[src/rtl/conv_pkg.sv]
// rtl/conv_pkg.sv - shared types and constants for the convolution write-back path
package conv_pkg;

  // Write-back sequencer states
  typedef enum logic [1:0] {
    IDLE  = 2'd0,
    RUN   = 2'd1,
    FLUSH = 2'd2,
    DONE  = 2'd3
  } wb_state_t;

  // Depth of the write-back queue between the result stream and the memory port
  localparam int WB_QDEPTH = 2;

  // Default field widths; users with other widths build their own entry type
  localparam int WB_ADDR_W = 18;
  localparam int WB_DATA_W = 16;

  // One pending memory write
  typedef struct packed {
    logic [WB_ADDR_W-1:0] addr;
    logic [WB_DATA_W-1:0] data;
    logic                 row_end;
  } wb_entry_t;

endpackage

[src/rtl/conv_wb_fifo.sv]
// rtl/conv_wb_fifo.sv - two-entry write-back queue with registered head
module conv_wb_fifo
  import conv_pkg::*;
#(
  parameter type entry_t = wb_entry_t
) (
  input  logic       clk,
  input  logic       rst_n,
  input  logic       push,
  input  entry_t     push_data,
  input  logic       pop,
  output logic       full,
  output logic       empty,
  output logic [1:0] count,
  output entry_t     head
);

  entry_t     mem [WB_QDEPTH];
  logic       rd_ptr;
  logic       wr_ptr;
  logic       do_push;
  logic       do_pop;

  // A push into a full queue is only taken when the head leaves in the same cycle
  assign do_pop  = pop && (count != 2'd0);
  assign do_push = push && ((count != 2'd2) || do_pop);

  assign full  = (count == 2'd2);
  assign empty = (count == 2'd0);
  assign head  = mem[rd_ptr];

  // Storage, pointers and occupancy; storage is cleared so the head reads zero after reset
  always_ff @(posedge clk or negedge rst_n) begin
    if (!rst_n) begin
      mem[0] <= '0;
      mem[1] <= '0;
      rd_ptr <= 1'b0;
      wr_ptr <= 1'b0;
      count  <= 2'd0;
    end else begin
      if (do_push) begin
        mem[wr_ptr] <= push_data;
        wr_ptr      <= ~wr_ptr;
      end
      if (do_pop) begin
        rd_ptr <= ~rd_ptr;
      end
      case ({do_push, do_pop})
        2'b10:   count <= count + 2'd1;
        2'b01:   count <= count - 2'd1;
        default: count <= count;
      endcase
    end
  end

endmodule

[src/rtl/conv_wb_addr.sv]
// rtl/conv_wb_addr.sv - output feature map write-back address generator
module conv_wb_addr
  import conv_pkg::*;
#(
  parameter int ADDR_WIDTH = 18,
  parameter int DATA_WIDTH = 16,
  parameter int K_PARAMS   = 16
) (
  input  logic                  clk,
  input  logic                  rst_n,
  input  logic                  i_start,
  input  logic [ADDR_WIDTH-1:0] i_base_addr,
  input  logic [K_PARAMS-1:0]   i_out_w,
  input  logic [K_PARAMS-1:0]   i_out_h,
  input  logic                  i_res_valid,
  input  logic [DATA_WIDTH-1:0] i_res_data,
  output logic                  o_res_ready,
  input  logic                  i_mem_ready,
  output logic                  o_we,
  output logic [ADDR_WIDTH-1:0] o_waddr,
  output logic [DATA_WIDTH-1:0] o_wdata,
  output logic                  o_row_end,
  output logic                  o_busy,
  output logic                  o_done
);

  localparam int AW = ADDR_WIDTH;
  localparam int DW = DATA_WIDTH;
  localparam int KW = K_PARAMS;

  // Entry type sized to this instance's widths
  typedef struct packed {
    logic [AW-1:0] addr;
    logic [DW-1:0] data;
    logic          row_end;
  } wb_entry_p_t;

  wb_state_t   state;
  wb_state_t   state_nxt;
  logic [KW-1:0] w_q;
  logic [KW-1:0] h_q;
  logic [KW-1:0] col;
  logic [KW-1:0] row;
  logic [AW-1:0] ptr;

  logic        q_full;
  logic        q_empty;
  logic [1:0]  q_count;
  wb_entry_p_t q_head;
  wb_entry_p_t q_in;
  logic        q_pop;

  logic        start_ok;
  logic        start_zero;
  logic        accept;
  logic        col_last;
  logic        px_last;
  logic        drained;

  assign start_ok   = (state == IDLE) && i_start && (i_out_w != '0) && (i_out_h != '0);
  assign start_zero = (state == IDLE) && i_start && ((i_out_w == '0) || (i_out_h == '0));

  assign o_res_ready = (state == RUN) && !q_full;
  assign accept      = i_res_valid && o_res_ready;

  assign col_last = (col == w_q - KW'(1));
  assign px_last  = col_last && (row == h_q - KW'(1));

  assign q_in.addr    = ptr;
  assign q_in.data    = i_res_data;
  assign q_in.row_end = col_last;

  assign q_pop = o_we && i_mem_ready;

  // The queue is empty now, or its last entry leaves this cycle
  assign drained = q_empty || ((q_count == 2'd1) && q_pop);

  conv_wb_fifo #(
    .entry_t (wb_entry_p_t)
  ) u_fifo (
    .clk       (clk),
    .rst_n     (rst_n),
    .push      (accept),
    .push_data (q_in),
    .pop       (q_pop),
    .full      (q_full),
    .empty     (q_empty),
    .count     (q_count),
    .head      (q_head)
  );

  assign o_we      = !q_empty;
  assign o_waddr   = q_head.addr;
  assign o_wdata   = q_head.data;
  assign o_row_end = o_we && q_head.row_end;
  assign o_busy    = (state != IDLE);
  assign o_done    = (state == DONE);

  // State register
  always_ff @(posedge clk or negedge rst_n) begin
    if (!rst_n) begin
      state <= IDLE;
    end else begin
      state <= state_nxt;
    end
  end

  // Next-state decode
  always_comb begin
    state_nxt = state;
    case (state)
      IDLE: begin
        if (start_ok) begin
          state_nxt = RUN;
        end else if (start_zero) begin
          state_nxt = DONE;
        end
      end
      RUN: begin
        if (accept && px_last) begin
          state_nxt = FLUSH;
        end
      end
      FLUSH: begin
        if (drained) begin
          state_nxt = DONE;
        end
      end
      DONE: begin
        state_nxt = IDLE;
      end
      default: begin
        state_nxt = IDLE;
      end
    endcase
  end

  // Frame dimensions, raster position and output address pointer
  always_ff @(posedge clk or negedge rst_n) begin
    if (!rst_n) begin
      w_q <= '0;
      h_q <= '0;
      col <= '0;
      row <= '0;
      ptr <= '0;
    end else if (start_ok) begin
      w_q <= i_out_w;
      h_q <= i_out_h;
      col <= '0;
      row <= '0;
      ptr <= i_base_addr;
    end else if (accept) begin
      ptr <= ptr + AW'(1);
      if (col_last) begin
        col <= '0;
        row <= row + KW'(1);
      end else begin
        col <= col + KW'(1);
      end
    end
  end

endmodule

[config.mk]
export PLATFORM = sky130hd
export DESIGN_NAME = conv_wb_addr
export DESIGN_NICKNAME = d
export VERILOG_FILES = /design/src/rtl/conv_pkg.sv /design/src/rtl/conv_wb_fifo.sv /design/src/rtl/conv_wb_addr.sv
export SDC_FILE = /design/constraint.sdc
export NUM_CORES = 1
export LEC_CHECK = 0
export BUFFER_PORTS_ARGS = -buffer_cell sky130_fd_sc_hd__buf_2
export CORE_UTILIZATION = 55
export DETAILED_ROUTE_END_ITERATION = 12
export MAX_ROUTING_LAYER = met4
export PLACE_DENSITY_LB_ADDON = 0.25
export SLEW_MARGIN = 20
export SYNTH_ARGS = -nofsm -noshare
export SYNTH_HDL_FRONTEND = slang
export SYNTH_SLANG_ARGS = --single-unit
[constraint.sdc]
create_clock -name clk -period 6.55 [get_ports clk]
set_input_delay 1.31 -clock clk [delete_from_list [all_inputs] [get_ports clk]]
set_output_delay 1.31 -clock clk [all_outputs]
set_load 0.02 [all_outputs]
==> metrics.txt, run 1 <==
status complete, no violations; CTS Hold Bufs 0; iteration count of the initial detailed-routing pass 5; synthesized area per cell 11.1 sq um; port bufs 109; endpoint type of the worst setup path flop; grt peak-use layer met2; mapped cell area 8430 sq um; GR Layer Usage met3 4.97%; Filler cells 1124; clock-pin slew on the worst setup and hold paths 0.06 ns; Area Growth Syn to Fin 15.2%; Clock Tree Buf Depth 2; Layout Nets 947; unrepaired setup endpoints after global routing no; critical path class reg2reg; Gate Count Post-Synth 762; Leak 4.39 nW; hpwl dp 12.7 mm; initial antenna violation count 0; TritonCTS clock tree built; Critical Path RT 6.90 ns; TritonCTS Buffers 17; Critical Path AT 4.06 ns; post-CTS setup buffer count 0; asr flop ratio synth 100%; overall routing resource usage 25.6%; CTS resizes 0; register area share after synthesis 46.9%; Setup-failing EPs final 0; min-delay src u_fifo.mem[0]; Ys Warns 0; met2 usage 40.6%; final wirelength 18.3 mm; r2r setup slk 2.84 ns; RD Place Congestion 0.955; Peak VDD IR 0.230 mV; part of the cycle the worst path needs 56.7%; die width 126 um; WHS Endpoint u_fifo.mem[0]; Syn Nets 847; clk_lat worst skew 0.42 ns; largest net degree at the start of global routing 88; die height 126 um; root buf cell clkbuf_16; total congestion overflow 0; Sink Count 158; # H-tree levels 4; first-pass GRT wire length 31.5 mm; DRT iter0 DRCs 394; R2R Path Start w_q[3]; relative slew slack 33.6%; antenna fix cells 0; Fmax achieved 269 MHz; vias in the first global route 6322; met1 Track Usage GR 33.8%; final core occ 65.8%; Vias 6209; DRC viols 0; Max Clock Skew 0.00445 ns; Yosys cell types 60; io pins 110; # rows 44; Fin. Hold Viols 0; fraction of layout instances using a drive strength above 1 33.5%; post-route ant nets 0; Hold Crit Depth 2; critical path peak fanout 27; PwrDens 464 nW/um^2; CORE AREA 14800 sq um; class of the worst hold path reg2reg; initial core utilization 57.1%; Slew Viols, Final 0; RR Endpoint col[4]; actual slew at the worst max-slew pin 0.995 ns; WL per Instance 17.3 um; minimum clock period 3.71 ns; most used flip-flop cell after synthesis dfrtp_1; Post-Route Setup TNS 0 ns; #FFs+latches synth 158; reg2reg path depth 8; register area 3960 sq um; EDFF count, synth 0; max_cap viols 0; Multi-input gate area 4260 sq um; vias per cell 5.86; Worst setup SP type flop; Die Area 15800 sq um
## per-stage QoR
stage	area (sq um)	hold WS (ns)	total power, mW	worst slack (ns)	std cells
finish	9710	0.483	4.50	2.84	1059
global route	9710	0.514	4.79	2.57	1059
CTS	9680	0.484	4.51	2.88	1058
detailed placement	9090	0.471	3.51	2.66	1026
global placement	9090	0.466	3.40	2.81	1026
floorplan	8430	0.450	3.02	3.36	762
## state kept, by name (all words and copies together) (netlist names)
| name | flops |
|---|---|
| col | 16 |
| h_q | 16 |
| ptr | 18 |
| row | 16 |
| state | 2 |
| u_fifo.count | 2 |
| u_fifo.mem | 70 |
| u_fifo.rd_ptr | 1 |
| u_fifo.wr_ptr | 1 |
| w_q | 16 |
## layer usage
layer  routed length (um)  share of wire [%]
met3                  795                4.3
met5                    0                  0
met4                  244                1.3
met1                 8550                 47
met2                 8750                 48
## cell usage after synthesis (all sizes together), types with 6 or more instances
master / count / area share [%]
inv: 20 / 0.89
mux2: 135 / 18
a21oi: 16 / 0.95
o41ai: 6 / 0.62
nor4: 16 / 1.3
and3: 15 / 1.1
xor2: 38 / 3.9
ha: 14 / 2.1
o21ai: 23 / 1.4
nor3: 19 / 1.3
mux2i: 8 / 0.95
buf: 10 / 0.85
dfrtp: 158 / 47
nand2b: 14 / 1.0
or4: 6 / 0.62
nor2: 45 / 2.0
o211ai: 6 / 0.53
nand4: 12 / 0.89
xnor2: 32 / 3.3
nand2: 53 / 2.4
clkbuf: 22 / 0.98
nand3: 35 / 2.1
## critical path, cell delays in order, from the launching register on
cell and delay (ns):
dfrtp_1 0.50, or4_4 0.61, or3_1 0.33, and4b_1 0.20
nor3_1 0.37, or4_4 0.25, or2_1 0.70, nand2_1 0.46
nor2_1 0.22
## kinds of logic after synthesis
family,after synthesis,share of synthesized area [%]
AND/OR/NAND/NOR,239,15.2
flip-flops,158,46.9
multiplexers,143,19.0
AO/OA/AOI/OAI,86,6.84
XOR/XNOR,70,7.27
buffers and inverters,52,2.72
adder cells (fa/ha/maj),14,2.08
## placed cells by master, fill, tap and decap left out, drive strengths merged, types with 3 or more instances in the layout
master	n
dfrtp	158
mux2	135
buf	113
nand2	53
nor2	45
xor2	38
nand3	35
xnor2	32
inv	26
o21ai	23
nor3	19
clkbuf	18
a21oi	16
nor4	16
and3	15
nand2b	14
ha	14
nand4	12
mux2i	8
o41ai	6
o211ai	6
or4	6
nor3b	5
o311ai	5
o31ai	4
a31oi	4
nor2b	3
o22ai	3
and4	3
clkinvlp	3
clkinv	3
## cell type report
| class | count | area share [%] |
|---|---|---|
| Inverter | 20 | 0.773 |
| Clock inverter | 14 | 1.64 |
| Timing Repair Buffer | 113 | 6.20 |
| Multi-Input combinational cell | 552 | 43.9 |
| Sequential cell | 158 | 40.7 |
| Tap cell | 184 | 2.37 |
| Clock buffer | 18 | 4.42 |
## power by group
part / internal (mW) / switching, mW
logic: 0.864 / 0.877
clock network: 0.570 / 0.422
registers: 1.36 / 0.411
total: 2.79 / 1.71
## how the worst max path moves through the flow
stage	start	end	slack, ns	cells after the start
2_1_floorplan	i_mem_ready	state[1]	3.36	8
3_3_place_gp	i_out_h[10]	col[10]	2.81	10
3_5_place_dp	i_out_w[1]	col[10]	2.66	10
4_1_cts	w_q[3]	col[13]	2.88	8
5_1_grt	w_q[0]	row[9]	2.57	10
6_report	w_q[3]	col[4]	2.84	8
No activity file was read; power rests on OpenSTA's default activity.
==> run 2, diff against run 1 <==
--- a/config.mk
+++ b/config.mk
@@ -5,6 +5,7 @@
 export SDC_FILE = /design/constraint.sdc
 export NUM_CORES = 1
 export LEC_CHECK = 0
+export ABC_AREA = 1
 export BUFFER_PORTS_ARGS = -buffer_cell sky130_fd_sc_hd__buf_2
 export CORE_UTILIZATION = 55
 export DETAILED_ROUTE_END_ITERATION = 12
==> constraint.sdc (replaced) <==
create_clock -name clk -period 3.6 [get_ports clk]
set_input_delay 0.72 -clock clk [delete_from_list [all_inputs] [get_ports clk]]
set_output_delay 0.72 -clock clk [all_outputs]
set_load 0.02 [all_outputs]
==> metrics.txt, run 2 <==
reg2reg path depth 12; port bufs 109; # H-tree levels 4; post-CTS setup buffer count 0; Gate Count Post-Synth 1195; max FFs per register 70; # rows 46; final wirelength 19.3 mm; vias in the first global route 7103; most numerous cell in the Yosys netlist nand2_1; RR Endpoint col[7]; actual slew at the worst max-slew pin 0.739 ns; mapped cell area 8960 sq um; Critical Path RT 3.91 ns; Final Instance Count excl. Fillers 1526; register area share after synthesis 44.1%; CTS Hold Bufs 0; clk_lat worst skew 0.43 ns; Synth top area share 44.1%; CP Launch Point w_q[0]; RD Place Congestion 0.873; class of the worst hold path in2async; Top Registers u_fifo.mem x70, ptr x18; CTS resizes 0; TritonCTS clock tree built; R2R Path Start w_q[0]; Setup-failing EPs final 0; die height 130 um; leading cell type in the layout, fill and taps excluded nand2_1; antenna fix cells 0; root buf cell clkbuf_16; Die Area 16800 sq um; io pins 110; r2r setup slk 0.93 ns; iteration count of the initial detailed-routing pass 5; die width 130 um; asr flop ratio synth 100%; WL per Instance 12.7 um; Synth area leaders dfrtp_1 44%, nand2_1 16%, o21ai_0 7.0%, inv_1 5.8%, xor2_1 3.7%; Slew Viols, Final 0; Most flops, register u_fifo.mem; Yosys cell types 43; post-route ant nets 0; clock-pin slew on the worst setup and hold paths 0.07 ns; DRT iter0 DRCs 616; Synth area leader dfrtp_1; minimum clock period 2.67 ns; Critical Path AT 2.98 ns; overall routing resource usage 25.5%; part of the cycle the worst path needs 74.2%; synthesized area per cell 7.50 sq um; Fmax achieved 375 MHz; Peak VDD IR 0.462 mV; Area Growth Syn to Fin 15.4%; fraction of layout instances using a drive strength above 1 16.9%; TritonCTS Buffers 17; Clock Tree Buf Depth 2; CORE AREA 15900 sq um; largest net degree at the start of global routing 80; Leak 5.38 nW; Fin. Hold Viols 0; initial core utilization 56.4%; Post-Route Setup TNS 0 ns; Sink Count 158; critical path class reg2reg; Setup crit end col[7]; Ys Warns 0; hpwl dp 14.0 mm; Layout Nets 1382; Max Clock Skew 0.00856 ns; vias per cell 5.08; max_cap viols 0; #FFs+latches synth 158; most used flip-flop cell after synthesis dfrtp_1; Vias 7757; most frequent cells in the layout 390 x nand2_1, 158 x dfrtp_1, 139 x inv_1; endpoint type of the worst setup path flop; Syn Nets 1280; most instantiated cells after synthesis 391 x nand2_1, 158 x dfrtp_1, 139 x inv_1; EDFF count, synth 0; Worst setup SP type flop; PwrDens 820 nW/um^2; relative slew slack 50.8%; initial antenna violation count 0; DRC viols 0; Inst Count DP 1494; first-pass GRT wire length 32.6 mm; unrepaired setup endpoints after global routing no; status complete, no violations; critical path peak fanout 36; total congestion overflow 0
run 2: cell types whose count changed after synthesis, moves of 9 or more:
cell      delta
and3_1      -15
clkbuf_1     +9
inv_1      +120
mux2_2     -133
nand2_1    +338
nand2_2     +19
nand2b_1    -14
nand3_1     +20
nor2_1      +35
o21ai_0    +103
o21ai_2     +15
xnor2_1     -17
run 2: kinds of logic (layout without fill, tap and decap cells):
kind of cell | Yosys count | in the layout | synth area share [%]
simple gates | 615 | 615 | 29.7
compound gates | 167 | 167 | 10.5
mux | 2 | 2 | 0.251
xor+xnor | 54 | 54 | 5.43
buf+inv | 185 | 300 | 8.02
fa+ha+maj | 14 | 14 | 1.96
flops | 158 | 158 | 44.1
run 2: report_power, final:
part | switching, mW | internal, mW
Combinational | 2.33 | 1.29
Sequential | 0.560 | 2.46
Clock | 0.761 | 1.08
run 2: layout make-up:
| class | count | area [sq um] |
|---|---|---|
| fill | 1418 | 5550 |
| clock inverter | 12 | 148 |
| clock buffer | 20 | 457 |
| multi-input combinational | 852 | 4300 |
| timing repair buffer | 122 | 662 |
| inverter | 146 | 548 |
| tap | 216 | 270 |
| sequential | 158 | 3950 |
run 2: worst max-delay path, stage by stage (launching register included):
cell	delay, ns
dfrtp_1	0.41
inv_2	0.13
ha_1	0.22
nand3_2	0.17
nor2_2	0.20
nand2_1	0.08
nand3_1	0.09
nand2_1	0.05
nor2_1	0.10
nand3_2	0.12
o21ai_4	0.30
nand2_4	0.36
and3_2	0.31
run 2: routing by layer:
layer | track usage (%) | vias to the layer above | part of all wire, %
li1 | - | 3985 | -
met1 | 32.6 | 3541 | 47
met2 | 41.7 | 204 | 47
met3 | 4.34 | 27 | 4.6
met4 | 7.25 | 0 | 1.5
met5 | - | - | 0
run 2: worst min path at each step:
stage / startpoint / end / slack, ns / depth (start not counted)
floorplan: rst_n / col[0] / 0.42 / 0
global placement: u_fifo.mem[15] / u_fifo.mem[15] / 0.47 / 2
detailed placement: u_fifo.mem[59] / u_fifo.mem[59] / 0.47 / 2
CTS: rst_n / u_fifo.mem[64] / 0.36 / 1
global route: rst_n / u_fifo.mem[64] / 0.41 / 1
finish: rst_n / u_fifo.mem[66] / 0.32 / 1
run 2: through the flow:
stage / setup WS (ns) / hold WS (ns) / area (sq um) / total power [mW] / utilization (%)
finish: 0.930 / 0.324 / 10300 / 8.48 / 65.1
global route: 0.710 / 0.407 / 10300 / 9.21 / 65.1
CTS: 0.915 / 0.355 / 10300 / 8.51 / 65.1
detailed placement: 0.845 / 0.473 / 9730 / 6.66 / 61.3
global placement: 0.950 / 0.467 / 9730 / 6.58 / 61.3
floorplan: 1.40 / 0.424 / 8960 / 5.68 / -
